[config.mk]
export PLATFORM = sky130hd
export DESIGN_NAME = mul_seq_unit_flat
export DESIGN_NICKNAME = d
export VERILOG_FILES = /design/src/rtl/mul_seq_unit_if.sv /design/src/rtl/mul_seq_unit.sv /design/src/flat_wrapper.sv
export SDC_FILE = /design/constraint.sdc
export NUM_CORES = 1
export LEC_CHECK = 0
export ABC_CLOCK_PERIOD_IN_PS = 4550
export BUFFER_PORTS_ARGS = -buffer_cell sky130_fd_sc_hd__buf_4
export CORE_MARGIN = 2
export CORE_UTILIZATION = 62
export CTS_BUF_LIST = sky130_fd_sc_hd__clkbuf_8
export DETAILED_ROUTE_END_ITERATION = 12
export HOLD_SLACK_MARGIN = 0.02
export PLACE_DENSITY_LB_ADDON = 0.12
export SYNTH_ARGS = -nofsm -noshare
export SYNTH_HDL_FRONTEND = slang
export SYNTH_SLANG_ARGS = --single-unit
[constraint.sdc]
create_clock -name clk -period 4.55 [get_ports clk]
set_input_delay 0.455 -clock clk [delete_from_list [all_inputs] [get_ports clk]]
set_output_delay 0.455 -clock clk [all_outputs]
set_load 0.01 [all_outputs]
[src/rtl/mul_seq_unit_if.sv]
// Multiply request/response bundle between the controller datapath and the
// iterative multiplier; slave is the multiplier side.
interface mul_seq_unit_if #(
   parameter int WIDTH = 32
);
   logic             Start;
   logic             Signed;
   logic             Long;
   logic [WIDTH-1:0] SrcA;
   logic [WIDTH-1:0] SrcB;
   logic             Stall;
   logic             Busy;
   logic             Done;
   logic [WIDTH-1:0] ResultLo;
   logic [WIDTH-1:0] ResultHi;
   logic [1:0]       MulFlags;

   modport master (
      output Start, Signed, Long, SrcA, SrcB,
      input  Stall, Busy, Done, ResultLo, ResultHi, MulFlags
   );

   modport slave (
      input  Start, Signed, Long, SrcA, SrcB,
      output Stall, Busy, Done, ResultLo, ResultHi, MulFlags
   );
endinterface

[src/rtl/mul_seq_unit.sv]
// Iterative shift-add multiplier (MUL/UMULL/SMULL) with fixed WIDTH+2 latency.
// Signed forms multiply magnitudes and fix the sign in a final FIX cycle.
module mul_seq_unit #(
   parameter int WIDTH = 32
) (
   input  logic           clk,
   input  logic           reset,
   mul_seq_unit_if.slave  bus
);
   localparam int CW = $clog2(WIDTH) + 1;

   typedef enum logic [1:0] {IDLE, RUN, FIX, DONE} state_t;

   state_t             r_state;
   logic               r_long;
   logic               r_neg;
   logic [WIDTH-1:0]   r_mcand;
   logic [WIDTH-1:0]   r_mplier;
   logic [2*WIDTH:0]   r_acc;
   logic [CW-1:0]      r_cnt;
   logic               r_busy;
   logic               r_done;
   logic [WIDTH-1:0]   r_lo;
   logic [WIDTH-1:0]   r_hi;
   logic [1:0]         r_flags;

   logic [WIDTH-1:0]   w_a_abs;
   logic [WIDTH-1:0]   w_b_abs;
   logic [WIDTH:0]     w_upper;
   logic [2*WIDTH:0]   w_acc_nxt;
   logic [2*WIDTH-1:0] w_prod;
   logic [WIDTH-1:0]   w_res_lo;
   logic [WIDTH-1:0]   w_res_hi;
   logic               w_n;
   logic               w_z;
   logic               w_last;

   // 0x80000000 negates to itself, which is exactly its unsigned magnitude
   assign w_a_abs = (bus.Signed && bus.SrcA[WIDTH-1]) ? -bus.SrcA : bus.SrcA;
   assign w_b_abs = (bus.Signed && bus.SrcB[WIDTH-1]) ? -bus.SrcB : bus.SrcB;

   assign w_upper   = r_acc[2*WIDTH:WIDTH] + (r_mplier[0] ? {1'b0, r_mcand} : '0);
   assign w_acc_nxt = {1'b0, w_upper, r_acc[WIDTH-1:1]};
   assign w_last    = (r_cnt == CW'(WIDTH - 1));

   assign w_prod   = r_neg ? -r_acc[2*WIDTH-1:0] : r_acc[2*WIDTH-1:0];
   assign w_res_lo = w_prod[WIDTH-1:0];
   assign w_res_hi = r_long ? w_prod[2*WIDTH-1:WIDTH] : '0;
   assign w_n      = r_long ? w_prod[2*WIDTH-1] : w_prod[WIDTH-1];
   assign w_z      = r_long ? (w_prod == '0) : (w_res_lo == '0);

   // Combinational IDLE term lets the very first Start cycle hold the PC
   assign bus.Stall    = reset & (((r_state == IDLE) & bus.Start) | r_busy);
   assign bus.Busy     = r_busy;
   assign bus.Done     = r_done;
   assign bus.ResultLo = r_lo;
   assign bus.ResultHi = r_hi;
   assign bus.MulFlags = r_flags;

   always_ff @(posedge clk or negedge reset) begin
      if (!reset) begin
         r_state  <= IDLE;
         r_long   <= 1'b0;
         r_neg    <= 1'b0;
         r_mcand  <= '0;
         r_mplier <= '0;
         r_acc    <= '0;
         r_cnt    <= '0;
         r_busy   <= 1'b0;
         r_done   <= 1'b0;
         r_lo     <= '0;
         r_hi     <= '0;
         r_flags  <= 2'b00;
      end else begin
         case (r_state)
            IDLE: begin
               r_done <= 1'b0;
               if (bus.Start) begin
                  r_long   <= bus.Long;
                  r_neg    <= bus.Signed & (bus.SrcA[WIDTH-1] ^ bus.SrcB[WIDTH-1]);
                  r_mcand  <= w_a_abs;
                  r_mplier <= w_b_abs;
                  r_acc    <= '0;
                  r_cnt    <= '0;
                  r_busy   <= 1'b1;
                  r_state  <= RUN;
               end
            end
            RUN: begin
               r_acc    <= w_acc_nxt;
               r_mplier <= r_mplier >> 1;
               r_cnt    <= r_cnt + CW'(1);
               if (w_last) r_state <= FIX;
            end
            FIX: begin
               r_lo    <= w_res_lo;
               r_hi    <= w_res_hi;
               r_flags <= {w_n, w_z};
               r_done  <= 1'b1;
               r_busy  <= 1'b0;
               r_state <= DONE;
            end
            DONE: begin
               // Start is still high here for the retiring instruction
               r_done  <= 1'b0;
               r_state <= IDLE;
            end
            default: r_state <= IDLE;
         endcase
      end
   end
endmodule

[src/flat_wrapper.sv]
// flat-port wrapper written by rule: the top's interface ports become plain ports
module mul_seq_unit_flat 
#(
   parameter int WIDTH = 32
)
  (clk, reset, bus_Start, bus_Signed, bus_Long, bus_SrcA, bus_SrcB, bus_Stall, bus_Busy, bus_Done, bus_ResultLo, bus_ResultHi, bus_MulFlags);
  mul_seq_unit_if #(.WIDTH(WIDTH)) bus_i ();
  input  logic clk;
  input  logic reset;
  input wire logic [$bits(bus_i.Start)-1:0] bus_Start;
  input wire logic [$bits(bus_i.Signed)-1:0] bus_Signed;
  input wire logic [$bits(bus_i.Long)-1:0] bus_Long;
  input wire logic [$bits(bus_i.SrcA)-1:0] bus_SrcA;
  input wire logic [$bits(bus_i.SrcB)-1:0] bus_SrcB;
  output wire logic [$bits(bus_i.Stall)-1:0] bus_Stall;
  output wire logic [$bits(bus_i.Busy)-1:0] bus_Busy;
  output wire logic [$bits(bus_i.Done)-1:0] bus_Done;
  output wire logic [$bits(bus_i.ResultLo)-1:0] bus_ResultLo;
  output wire logic [$bits(bus_i.ResultHi)-1:0] bus_ResultHi;
  output wire logic [$bits(bus_i.MulFlags)-1:0] bus_MulFlags;
  assign bus_i.Start = bus_Start;
  assign bus_i.Signed = bus_Signed;
  assign bus_i.Long = bus_Long;
  assign bus_i.SrcA = bus_SrcA;
  assign bus_i.SrcB = bus_SrcB;
  assign bus_Stall = bus_i.Stall;
  assign bus_Busy = bus_i.Busy;
  assign bus_Done = bus_i.Done;
  assign bus_ResultLo = bus_i.ResultLo;
  assign bus_ResultHi = bus_i.ResultHi;
  assign bus_MulFlags = bus_i.MulFlags;
  mul_seq_unit #(.WIDTH(WIDTH)) u_core (.clk(clk), .reset(reset), .bus(bus_i));
endmodule
==> flow_metrics.py <==
metrics = {
    "placement": {
        "dp.cells": 1773,
        "port_buffers": 137,
        "dpl_worst_slack_ps": 468,
        "gp_congestion": 0.921,
        "hpwl_um": 21900,
    },
    "detailed_routing": {
        "vias": 11000,
        "vias_per_cell": 5.97,
        "dr.pass1.iters": 5,
        "postRouteAntennaNets": 0,
        "wire_per_inst_um": 16.6,
        "wirelength_um": 30400,
        "drc_errors": 0,
        "drt-initial-drc-count": 801,
    },
    "synthesis": {
        "async_flop_share": 1.00,
        "yosys_register_bits": 206,
        "seq_area_frac_synth": 0.404,
        "yosys.area.top_type": "dfrtp_1",
        "synth-main-ff-cell": "dfrtp_1",
        "ys_warn_count": 0,
        "synth.avg_cell_area_um2": 8.85,
        "synth_edf_count": 0,
        "synth_area_leaders": "dfrtp_1, xor2_1, o21ai_0",
        "synth_top_area_frac": 0.404,
        "netlist_top_cells_count": "dfrtp_1, o21ai_0, nand2_1, a21oi_1, nor2_1",
        "ys_types": 68,
        "syn_area_um2": 12800,
        "synth_cells": 1441,
        "yosys.cell_count.top_type": "dfrtp_1",
        "synth_fp_nets": 1552,
    },
    "timing": {
        "finalMaxSlewViolations": 0,
        "finalCritPeriodShare": 0.905,
        "setup-violations-final": 0,
        "period_minus_slack_ps": 4120,
        "fin_skew_ps": 28.7,
        "grt_setup_unrepaired": "no",
        "worstMarginPinSlew_ps": 999,
        "finalHoldViolCount": 0,
        "tns_ps": 0,
        "fmax_mhz": 243,
        "worst_slack_ps": 434,
        "whs_ps": 155,
        "relSlewSlack": 0.334,
    },
    "cts": {
        "tritoncts": "yes",
        "cts_buffers": 36,
        "htree_num_levels": 2,
        "cts.clk_slew.worst_paths_ps": 60,
        "clockRootBuffer": "clkbuf_8",
        "clk_path_buf_depth": 3,
        "post_cts_buffers": 0,
        "cts.repair.resized": 0,
        "clock_sinks": 206,
        "clkLatencyLatePin_ps": 530,
    },
    "pwr": {
        "p_leak_nw": 6.86,
        "p_clk_frac": 0.206,
        "switchingPower_mw": 3.65,
        "swShare": 0.415,
        "vdd_drop_max_v": 0.000295,
        "p_int_mw": 5.15,
        "pwr-share-comb": 0.448,
        "sequentialPowerShare": 0.345,
        "p_per_area_nw_per_um2": 598,
    },
    "global_route": {
        "grtUsageTotal": 0.281,
        "grt_overflow_total": 0,
        "grt_pass1_wl_um": 50600,
        "grt_start_max_net_pins": 87,
        "grt_pass1_vias": 10100,
        "antenna_found_initial": 0,
    },
    "cells_and_area": {
        "antenna_cells": 0,
        "stdcell_count": 1836,
        "area_delta_synth_final_pct": 15.3,
        "final_core_util": 0.727,
        "drive_gt1_frac": 0.149,
        "nNetsFinal": 1653,
    },
    "floorplanning": {
        "design.core.area_um2": 20200,
        "die_w_um": 147,
        "initial_utilization": 0.630,
        "num_rows": 52,
        "die_area_um2": 21700,
        "fp.dieH_um": 147,
        "ioPinCount": 138,
    },
    "run_status": {
        "outcome": "complete, no violations",
    },
    "setup_path": {
        "crit_arrival_ps": 4580,
        "criticalPathCategory": "reg -> reg",
        "crit_required_ps": 5010,
        "worstPathMaxFanout": 9,
        "crit_path_start": "u_core.r_acc[1]$_DFFE_PN0P_",
        "reg2reg_slack_ps": 430,
        "start_kind": "flip-flop",
        "r2r_start": "u_core.r_acc[1]$_DFFE_PN0P_",
        "worstSetupEndpointType": "flip-flop",
    },
    "flow_run": {
        "maxCapViolCount": 0,
    },
    "min_path": {
        "min_from": "bus_Long",
        "hp-class": "in -> reg",
    },
}
## flip-flops by register name, summed over array words and instances, names as in the netlist, 2 cells and up
| signal | flops |
|---|---|
| u_core.r_acc | 64 |
| u_core.r_mcand | 32 |
| u_core.bus.MulFlags | 2 |
| u_core.r_state | 2 |
| u_core.bus.ResultLo | 32 |
| u_core.bus.ResultHi | 32 |
| u_core.r_mplier | 32 |
| u_core.r_cnt | 6 |
## cell type report
cell class / instances / area (um2)
Clock buffer: 49 / 674
Tap cell: 270 / 338
Clock inverter: 13 / 108
Inverter: 30 / 113
Sequential cell: 206 / 5160
Timing Repair Buffer: 157 / 1190
Multi-Input combinational cell: 1111 / 7130
Fill cell: 1583 / 5530
## cell families (layout without fill, tap and decap cells)
family                     Yosys count  in the layout  synth area share
DFF                                206            206             0.404
muxes                               14             14            0.0117
buffers and inverters              124            249            0.0378
AOI/OAI and AO/OA                  449            449             0.225
and+or+nand+nor                    460            460             0.179
adders and majority gates           42             42            0.0418
xor gates and xnor gates           146            146             0.100
## power by group through the flow
stage	logic (mW)	registers [mW]	clock network (mW)
after floorplan	2.74	2.95	0
after global placement	3.83	3.03	0
after detailed placement	3.93	3.05	0
after CTS	3.94	3.03	1.85
after global routing	4.42	3.12	1.93
final	3.94	3.04	1.81
## placed cells by master, fill, tap and decap left out, types with 8 or more instances in the layout
| cell type | count |
|---|---|
| a21oi_1 | 101 |
| nor3_1 | 29 |
| o21a_1 | 13 |
| ha_1 | 39 |
| inv_1 | 38 |
| a21o_1 | 18 |
| nand2_1 | 147 |
| clkbuf_8 | 50 |
| nand3_1 | 17 |
| xor2_1 | 90 |
| o41ai_1 | 13 |
| or3_1 | 27 |
| buf_4 | 155 |
| a22o_1 | 41 |
| a31oi_1 | 8 |
| nor4_1 | 20 |
| nand4_1 | 18 |
| and2_1 | 37 |
| xnor2_1 | 56 |
| or4_1 | 20 |
| o31ai_1 | 35 |
| nand2b_1 | 11 |
| nor2_1 | 98 |
| o21ai_0 | 154 |
| o2bb2ai_1 | 23 |
| dfrtp_1 | 205 |
## critical path, cell delays in order (launching register included)
cell and delay [ps]:
dfrtp_1 410, inv_1 130, ha_1 210, or3b_2 530
or4_4 490, or4_4 530, o31ai_4 250, xnor2_1 110
or4_1 490, or4_1 400, o31ai_1 320, a31o_1 190
## metal layers
metal,global-route usage,routed length [um],vias up
met1,0.423,14400,5151
met2,0.432,13600,350
met4,0.0736,573,0
li1,-,-,5406
met5,0,0,-
met3,0.0401,1790,50
## through the flow
stage | area [um2] | power, mW
final | 14700 | 8.80
after global routing | 14700 | 9.48
after CTS | 14700 | 8.82
after detailed placement | 13900 | 6.98
after global placement | 13900 | 6.86
after floorplan | 12800 | 5.69
## worst paths after layout
check / cells past startpoint / endpoint
min in group asynchronous: 2 / u_core.bus.ResultHi[7]$_DFFE_PN0P_
max in group asynchronous: 3 / u_core.r_mcand[27]$_DFFE_PN0P_
min reg2reg: 2 / u_core.r_mcand[5]$_DFFE_PN0P_
max reg2reg: 11 / u_core.bus.MulFlags[0]$_DFFE_PN0P_
max: 11 / u_core.bus.MulFlags[0]$_DFFE_PN0P_
min: 3 / u_core.r_long$_DFFE_PN0P_
## repair_timing
item,in CTS,in global routing
hold buffers,1,0
endpoints found under the hold margin,82,0
endpoints found under the setup margin,0,0
(Power assumes the default switching activity.)
